<file path="src/rtl/obs_pkg.sv">
// Shared tags, FSM state type and width helpers for the OBS overlap-collect stage.
package obs_pkg;

   localparam logic [1:0] TAG_P1 = 2'd0;
   localparam logic [1:0] TAG_P2 = 2'd1;
   localparam logic [1:0] TAG_P3 = 2'd2;
   localparam logic [1:0] TAG_P4 = 2'd3;

   typedef enum logic {
      COLLECT = 1'b0,
      EMIT    = 1'b1
   } state_t;

   function automatic int sub_w(input int n);
      return n - 1;
   endfunction

   function automatic int res_w(input int n);
      return 2 * n - 1;
   endfunction

endpackage

</file>
<file path="src/rtl/obs_overlap_xor.sv">
// Combinational GF(2) four-way overlap: interleaves P1 / (P2^P3) / P4 into the 2N-1 bit product.
module obs_overlap_xor
   import obs_pkg::*;
#(
   parameter int N = 24
) (
   input  logic [sub_w(N)-1:0] p1,
   input  logic [sub_w(N)-1:0] p2,
   input  logic [sub_w(N)-1:0] p3,
   input  logic [sub_w(N)-1:0] p4,
   output logic [res_w(N)-1:0] res
);

   // Even result bits: P1 contributes up to i = N-2, P4 (shifted by one slot) from i = 1.
   for (genvar gi = 0; gi < N; gi++) begin : g_even
      if (gi == 0) begin : g_lo
         assign res[0] = p1[0];
      end else if (gi == N - 1) begin : g_hi
         assign res[2*gi] = p4[gi-1];
      end else begin : g_mid
         assign res[2*gi] = p1[gi] ^ p4[gi-1];
      end
   end

   for (genvar gi = 0; gi < N - 1; gi++) begin : g_odd
      assign res[2*gi+1] = p2[gi] ^ p3[gi];
   end

endmodule

</file>
<file path="src/rtl/obs_overlap_collect.sv">
// Collects the four tagged sub-products in any order, then emits the registered overlapped product.
module obs_overlap_collect
   import obs_pkg::*;
#(
   parameter int N             = 24,
   parameter bit DUP_OVERWRITE = 1'b1
) (
   input  logic                clk,
   input  logic                rst,
   input  logic                clr,
   input  logic                in_valid,
   output logic                in_ready,
   input  logic [1:0]          in_tag,
   input  logic [sub_w(N)-1:0] in_data,
   output logic                out_valid,
   input  logic                out_ready,
   output logic [res_w(N)-1:0] out_data,
   output logic                err_dup
);

   localparam int SW = sub_w(N);
   localparam int RW = res_w(N);

   state_t            state_reg, state_next;
   logic [3:0]        bitmap_reg, bitmap_next;
   logic [RW-1:0]     out_data_reg, out_data_next;
   logic              err_dup_reg, err_dup_next;

   logic [3:0][SW-1:0] operand;
   logic [3:0]         tag_onehot;
   logic [3:0]         bitmap_set;
   logic               accept;
   logic               tag_seen;
   logic [RW-1:0]      xor_res;

   assign in_ready   = (state_reg == COLLECT);
   assign out_valid  = (state_reg == EMIT);
   assign out_data   = out_data_reg;
   assign err_dup    = err_dup_reg;

   assign accept     = in_valid && in_ready;
   assign tag_onehot = 4'b0001 << in_tag;
   assign tag_seen   = |(bitmap_reg & tag_onehot);
   assign bitmap_set = bitmap_reg | tag_onehot;

   // The completing beat bypasses its slot so the result is ready on the same edge.
   for (genvar gi = 0; gi < 4; gi++) begin : g_slot
      logic [SW-1:0] slot_reg;
      logic          hit;

      assign hit          = accept && (in_tag == 2'(gi));
      assign operand[gi]  = hit ? in_data : slot_reg;

      always_ff @(posedge clk) begin
         if (!rst && !clr && hit && (!tag_seen || DUP_OVERWRITE)) begin
            slot_reg <= in_data;
         end
      end
   end

   obs_overlap_xor #(
      .N (N)
   ) u_xor (
      .p1  (operand[TAG_P1]),
      .p2  (operand[TAG_P2]),
      .p3  (operand[TAG_P3]),
      .p4  (operand[TAG_P4]),
      .res (xor_res)
   );

   always_comb begin
      state_next    = state_reg;
      bitmap_next   = bitmap_reg;
      out_data_next = out_data_reg;
      err_dup_next  = 1'b0;
      case (state_reg)
         COLLECT: begin
            if (accept) begin
               if (tag_seen) begin
                  err_dup_next = 1'b1;
               end else if (bitmap_set == 4'hF) begin
                  bitmap_next   = 4'h0;
                  out_data_next = xor_res;
                  state_next    = EMIT;
               end else begin
                  bitmap_next = bitmap_set;
               end
            end
         end
         EMIT: begin
            if (out_ready) begin
               state_next = COLLECT;
            end
         end
         default: state_next = COLLECT;
      endcase
   end

   always_ff @(posedge clk) begin
      if (rst || clr) begin
         state_reg    <= COLLECT;
         bitmap_reg   <= 4'h0;
         out_data_reg <= '0;
         err_dup_reg  <= 1'b0;
      end else begin
         state_reg    <= state_next;
         bitmap_reg   <= bitmap_next;
         out_data_reg <= out_data_next;
         err_dup_reg  <= err_dup_next;
      end
   end

endmodule

</file>
<file path="config.mk">
export PLATFORM = sky130hd
export DESIGN_NAME = obs_overlap_collect
export DESIGN_NICKNAME = d
export VERILOG_FILES = /design/src/rtl/obs_pkg.sv /design/src/rtl/obs_overlap_xor.sv /design/src/rtl/obs_overlap_collect.sv
export SDC_FILE = /design/constraint.sdc
export NUM_CORES = 1
export LEC_CHECK = 0
export ABC_AREA = 1
export BUFFER_PORTS_ARGS = -buffer_cell sky130_fd_sc_hd__buf_2
export CAP_MARGIN = 10
export CORE_ASPECT_RATIO = 1.4
export CORE_MARGIN = 3
export CORE_UTILIZATION = 60
export DETAILED_ROUTE_END_ITERATION = 10
export PLACE_DENSITY = 0.9
export SYNTH_ARGS = -nofsm -noshare
export SYNTH_HDL_FRONTEND = slang
export SYNTH_SLANG_ARGS = --single-unit
</file>
<file path="constraint.sdc">
create_clock -name clk -period 2.73 [get_ports clk]
set_input_delay 0.273 -clock clk [delete_from_list [all_inputs] [get_ports clk]]
set_output_delay 0.273 -clock clk [all_outputs]
set_load 0.05 [all_outputs]
</file>
---- After elaboration in Yosys (flattened, before gate mapping) ----
Index checks and enable logic that the tools add are counted.
word-level totals
  flip-flop bits (word level) ............. 145
  latch bits .............................. 0
  bits in writable memories ............... 0
  bits in read-only memories .............. 0
  input bits .............................. 30
  output and inout port bits .............. 50
  logic and storage cells ................. 92
  memories kept ........................... 0
operators by class
  add/subtract/negate cells ............... 0
  multiply operators ...................... 0
  divide/modulo/power cells ............... 0
  order comparisons ....................... 0
  eq/ne operators ......................... 4
  shift operators ......................... 1
  muxes and demuxes ....................... 11
  bitwise gates (word level) .............. 50
  reduce and logical (&&, ||, !) cells .... 18
operator list
  cell                 count
  $mux 23              4
  $xor 1x1->1          45
  $logic_and 1x1->1    10
  $mux 1               5
  $and 4x4->4          1
  $eq 2x2->1 const B   2
  $eq 4x4->1 const B   1
  $mux 4               1
  $or 4x4->4           1
  $reduce_and 4->1     1
  $reduce_or 4->1      1
  $shl 1x2->4 const A  1
  $not 1->1            3
  $reduce_and 3->1     1
  $reduce_or 3->1      1
  $eq 2x1->1 const B   1
  $logic_not 1->1      2
  $logic_not 2->1      1
  $pmux 1 s2           1
  $logic_or 1x1->1     1

---- Depth between registers and ports, before layout ----
  depth after elaboration ................. 7
  depth in mapped cells ................... 12
  mapped depth without buffers ............ 9

---- Hierarchy ----
From an unflattened synthesis, not the netlist that was laid out.
second synthesis, totals
  cell total of the unflattened synthesis .. 916
  area, all modules ....................... 7014.2 um2
modules (own cells, without submodules)
  module               instances  cells each  area an instance (um2)  seq. area each (um2)
  obs_overlap_collect  1          689         6154.7                  3823.7
  obs_overlap_xor      1          227         859.6                   0.0

---- Worst setup path after synthesis ----
OpenSTA, ideal clock, no wires.
  kind .................................... register to register
  start point ............................. register state_reg (netlist: out_valid)
  end point ............................... register g_slot[1].slot_reg[0] (enable)
  library setup time ...................... 403 ps
  arrival time ............................ 2220 ps
  data required time ...................... 2327 ps
  setup slack ............................. 107 ps
  cell stages (with the launch flop) ...... 6
  buffers on the path ..................... 2
  period minus slack after synthesis ...... 2623 ps
  cell sequence ........................... dfxtp_1 > nor2_2 > buf_2 > buf_2 > nand2_1 > nor2_1
between the ends
  longest elaborated chain between the ends .. 4
ends and longest elaborated chain
  what                    line                        source
  from (decl)             obs_overlap_collect.sv:24   state_t state_reg, state_next;
  from (signal assigned)  obs_overlap_collect.sv:106  state_reg <= state_next;
  $not 1->1               -
  $logic_and 1x1->1       obs_overlap_collect.sv:41   assign accept = in_valid && in_ready;
  $logic_and 1x1->1       obs_overlap_collect.sv:51   assign hit = accept && (in_tag == 2'(gi));
  $logic_and 1x1->1       obs_overlap_collect.sv:55   if (!rst && !clr && hit && (!tag_seen || DUP_OVERWRITE)) begin
  to (signal assigned)    obs_overlap_collect.sv:56   slot_reg <= in_data;
  to (decl)               obs_overlap_collect.sv:48   logic [SW-1:0] slot_reg;
Every way passes these cells.
A chain may end at the register's enable or synchronous reset.

---- Worst setup path after layout ----
  start point ............................. register state_reg (netlist: out_valid)
  end point ............................... register out_data_reg[25] (netlist: out_data[25])
between the ends
  longest elaborated chain between the ends .. 5
  elaborated cells on any way between the ends .. 8
  classes of those cells .................. 2 x mux; 2 x bitwise; 4 x reduce/logical
ends and longest elaborated chain
  what                  line                        source
  $not 1->1 *           -
  $logic_and 1x1->1     obs_overlap_collect.sv:41
  $logic_and 1x1->1     obs_overlap_collect.sv:51
  $mux 23               obs_overlap_collect.sv:52   assign operand[gi] = hit ? in_data : slot_reg;
  $xor 1x1->1           obs_overlap_xor.sv:26       assign res[2*gi+1] = p2[gi] ^ p3[gi];
  to (signal assigned)  obs_overlap_collect.sv:108  out_data_reg <= out_data_next;
  to (decl)             obs_overlap_collect.sv:26   logic [RW-1:0] out_data_reg, out_data_next;
Mark *: on every way between the ends. The rest lies on a longest branch, timed or not.

==> impl_metrics.ini <==
[clocking]
post_cts_buffers = 0
cts_made_buffers = 17
cts_hold_buf = 0
clk_pin_slew_ps = 60
cts_root_buffer = clkbuf_16
cts_buffer_depth = 2
insertion_delay_ps = 430
cts_max_level = 4
cts_resized = 0
cts_tree = done
clkSinkCount = 145

[timing]
setup_tns_ps = 0
slew_viol_final = 0
hold_violations = 0
min_period_ps = 2190
worst_pin_slew_ps = 634
relSlewSlack_pct = 57.7
fmax_mhz = 456
finalCritPeriodShare_pct = 80.3
finalSetupViolations = 0
fin_skew_ps = 4.85
setup_ws_ps = 538
rsz0062_at_grt = false

[placed_design]
routabilityCongestion = 0.822
dpl.cell_count = 1511
place_ws_ps = 530
io_buffer_count = 79
dp_hpwl_um = 12700

[drt]
routedWlPerCell_um = 13.9
antenna_left = 0
drc = 0
routed-via-count = 8117
drt_first_pass_iters = 5
routed_wl_um = 21400
routed_via_density = 5.26
drt_iter0_drc = 656

[pwr]
powerDensity_nw_per_um2 = 561
cellLeakagePower_nw = 5.41
ir_worst_vdd_mv = 0.481
finalPower_w = 0.00539

[global_routing]
grt_util_all_layers_pct = 27.9
antenna_found_initial = 1
grt-ovfl-total = 0
grt_first_pass_wirelength_um = 34900
first_global_vias = 7587
grt_max_degree = 55

[synth]
synth_fp_nets = 1323
yosys.area.top_type_share_pct = 32.7
netlist_instances = 1293
synth.area.top_cells = edfxtp_1, nand2_1, dfxtp_1, inv_1, nand3_1
yosysTopAreaCell = edfxtp_1
yosys.cell_types.count = 19
yosys.cell_count.top_type = nand2_1
yosysWarningCount = 0
ys.flop_type = edfxtp_1
synth-edff-count = 92
ys_seq_area_share_pct = 45.3
ys_async_sr_fraction_pct = 0
synth_common_cells = nand2_1, inv_1, nand3_1
syn_area_um2 = 8440
avgSynthCellArea_um2 = 6.53
ys_ff_latch = 145

[layout]
nNetsFinal = 1378
areaGrowthSynthToFinish_pct = 13.7
drive_above_1_share_pct = 11.1
fill_cells = 1041
multi_input_area_um2 = 3670
largest_reg_flops = 92
fin_cells = 1544
ff_latch_area_um2 = 3820

[run]
maxCapViolations = 0

[worst_setup_path]
end_kind = flop
path_class = flop to flop
crit_required_ps = 3050
start_kind = flop
crit_fanout = 40
arrival_ps = 2510

[status]
outcome = completed

[die]
core-area_um2 = 13600
initial_core_util_pct = 62.2
die_h_um = 146
ios = 80
die_area_um2 = 15500
placementRows = 50
die_x_um = 106

[min_path]
hold_path.class = input pin to flop
[routing by layer]
layer,share of wire [%],track usage (%),vias up
met4,5.2,15.4,0
li1,-,-,4006
met1,36,31.1,3611
met5,0,0,-
met3,7.3,4.47,112
met2,52,50.1,388
[final timing paths]
path / start / slack, ps / cells past startpoint / end
setup reg to reg: out_valid / 540 / 10 / out_data[25]
hold reg to reg: bitmap_reg[3] / 490 / 2 / bitmap_reg[3]
hold / removal: out_ready / 120 / 3 / out_valid
setup / recovery: out_valid / 540 / 10 / out_data[25]
[cells by family after synthesis]
family	Yosys count	share of synthesized area [%]
compound gates	8	0.474
buf+inv	234	11.8
flops	145	45.3
simple gates	906	42.5
[power breakdown]
part / total, W / switching (W) / internal (W) / leakage, nW
registers: 0.00236 / 0.00000793 / 0.00235 / 1.26
clock network: 0.00258 / 0.000918 / 0.00166 / 0.328
logic: 0.000448 / 0.000331 / 0.000116 / 3.82
total: 0.00539 / 0.00126 / 0.00413 / 5.41
[cell usage in the layout (no fill, tap or decap), types with 4 or more instances in the layout]
cell and count:
nor2_4 6, inv_1 166, buf_2 79, clkbuf_16 19, nor2_1 96, nor2_2 6, edfxtp_1 92, dfxtp_1 53
clkinv_2 4, a21oi_1 5, buf_4 21, nand3_1 119, nand2_1 674, clkbuf_8 5
[stage by stage]
stage                     area [µm²]  util [%]  hold slack (ps)
after floorplan                 8440         -              372
after global placement          8930      65.8              458
after detailed placement        8930      65.8              464
after CTS                       9590      70.7              114
after global routing            9600      70.7              119
final                           9600      70.7              119
[critical path, cell delays in order, from the launching register on]
cell,delay (ps)
dfxtp_1,350
nor2_4,220
buf_4,390
nand2_1,270
buf_4,340
nand2_1,130
nand2_1,60
nand2_1,70
nand2_1,50
nor2_1,80
nor2_1,80
[cell type report]
class	instances	area share [%]
diodes	1	0.0261
clock buffers	24	5.67
clock inverters	8	1.23
inverters	169	6.61
multi-input cells	914	38.3
flip-flops and latches	145	39.8
well taps	182	2.37
repair buffers	101	5.97
Power figures use the tool's default switching activity.
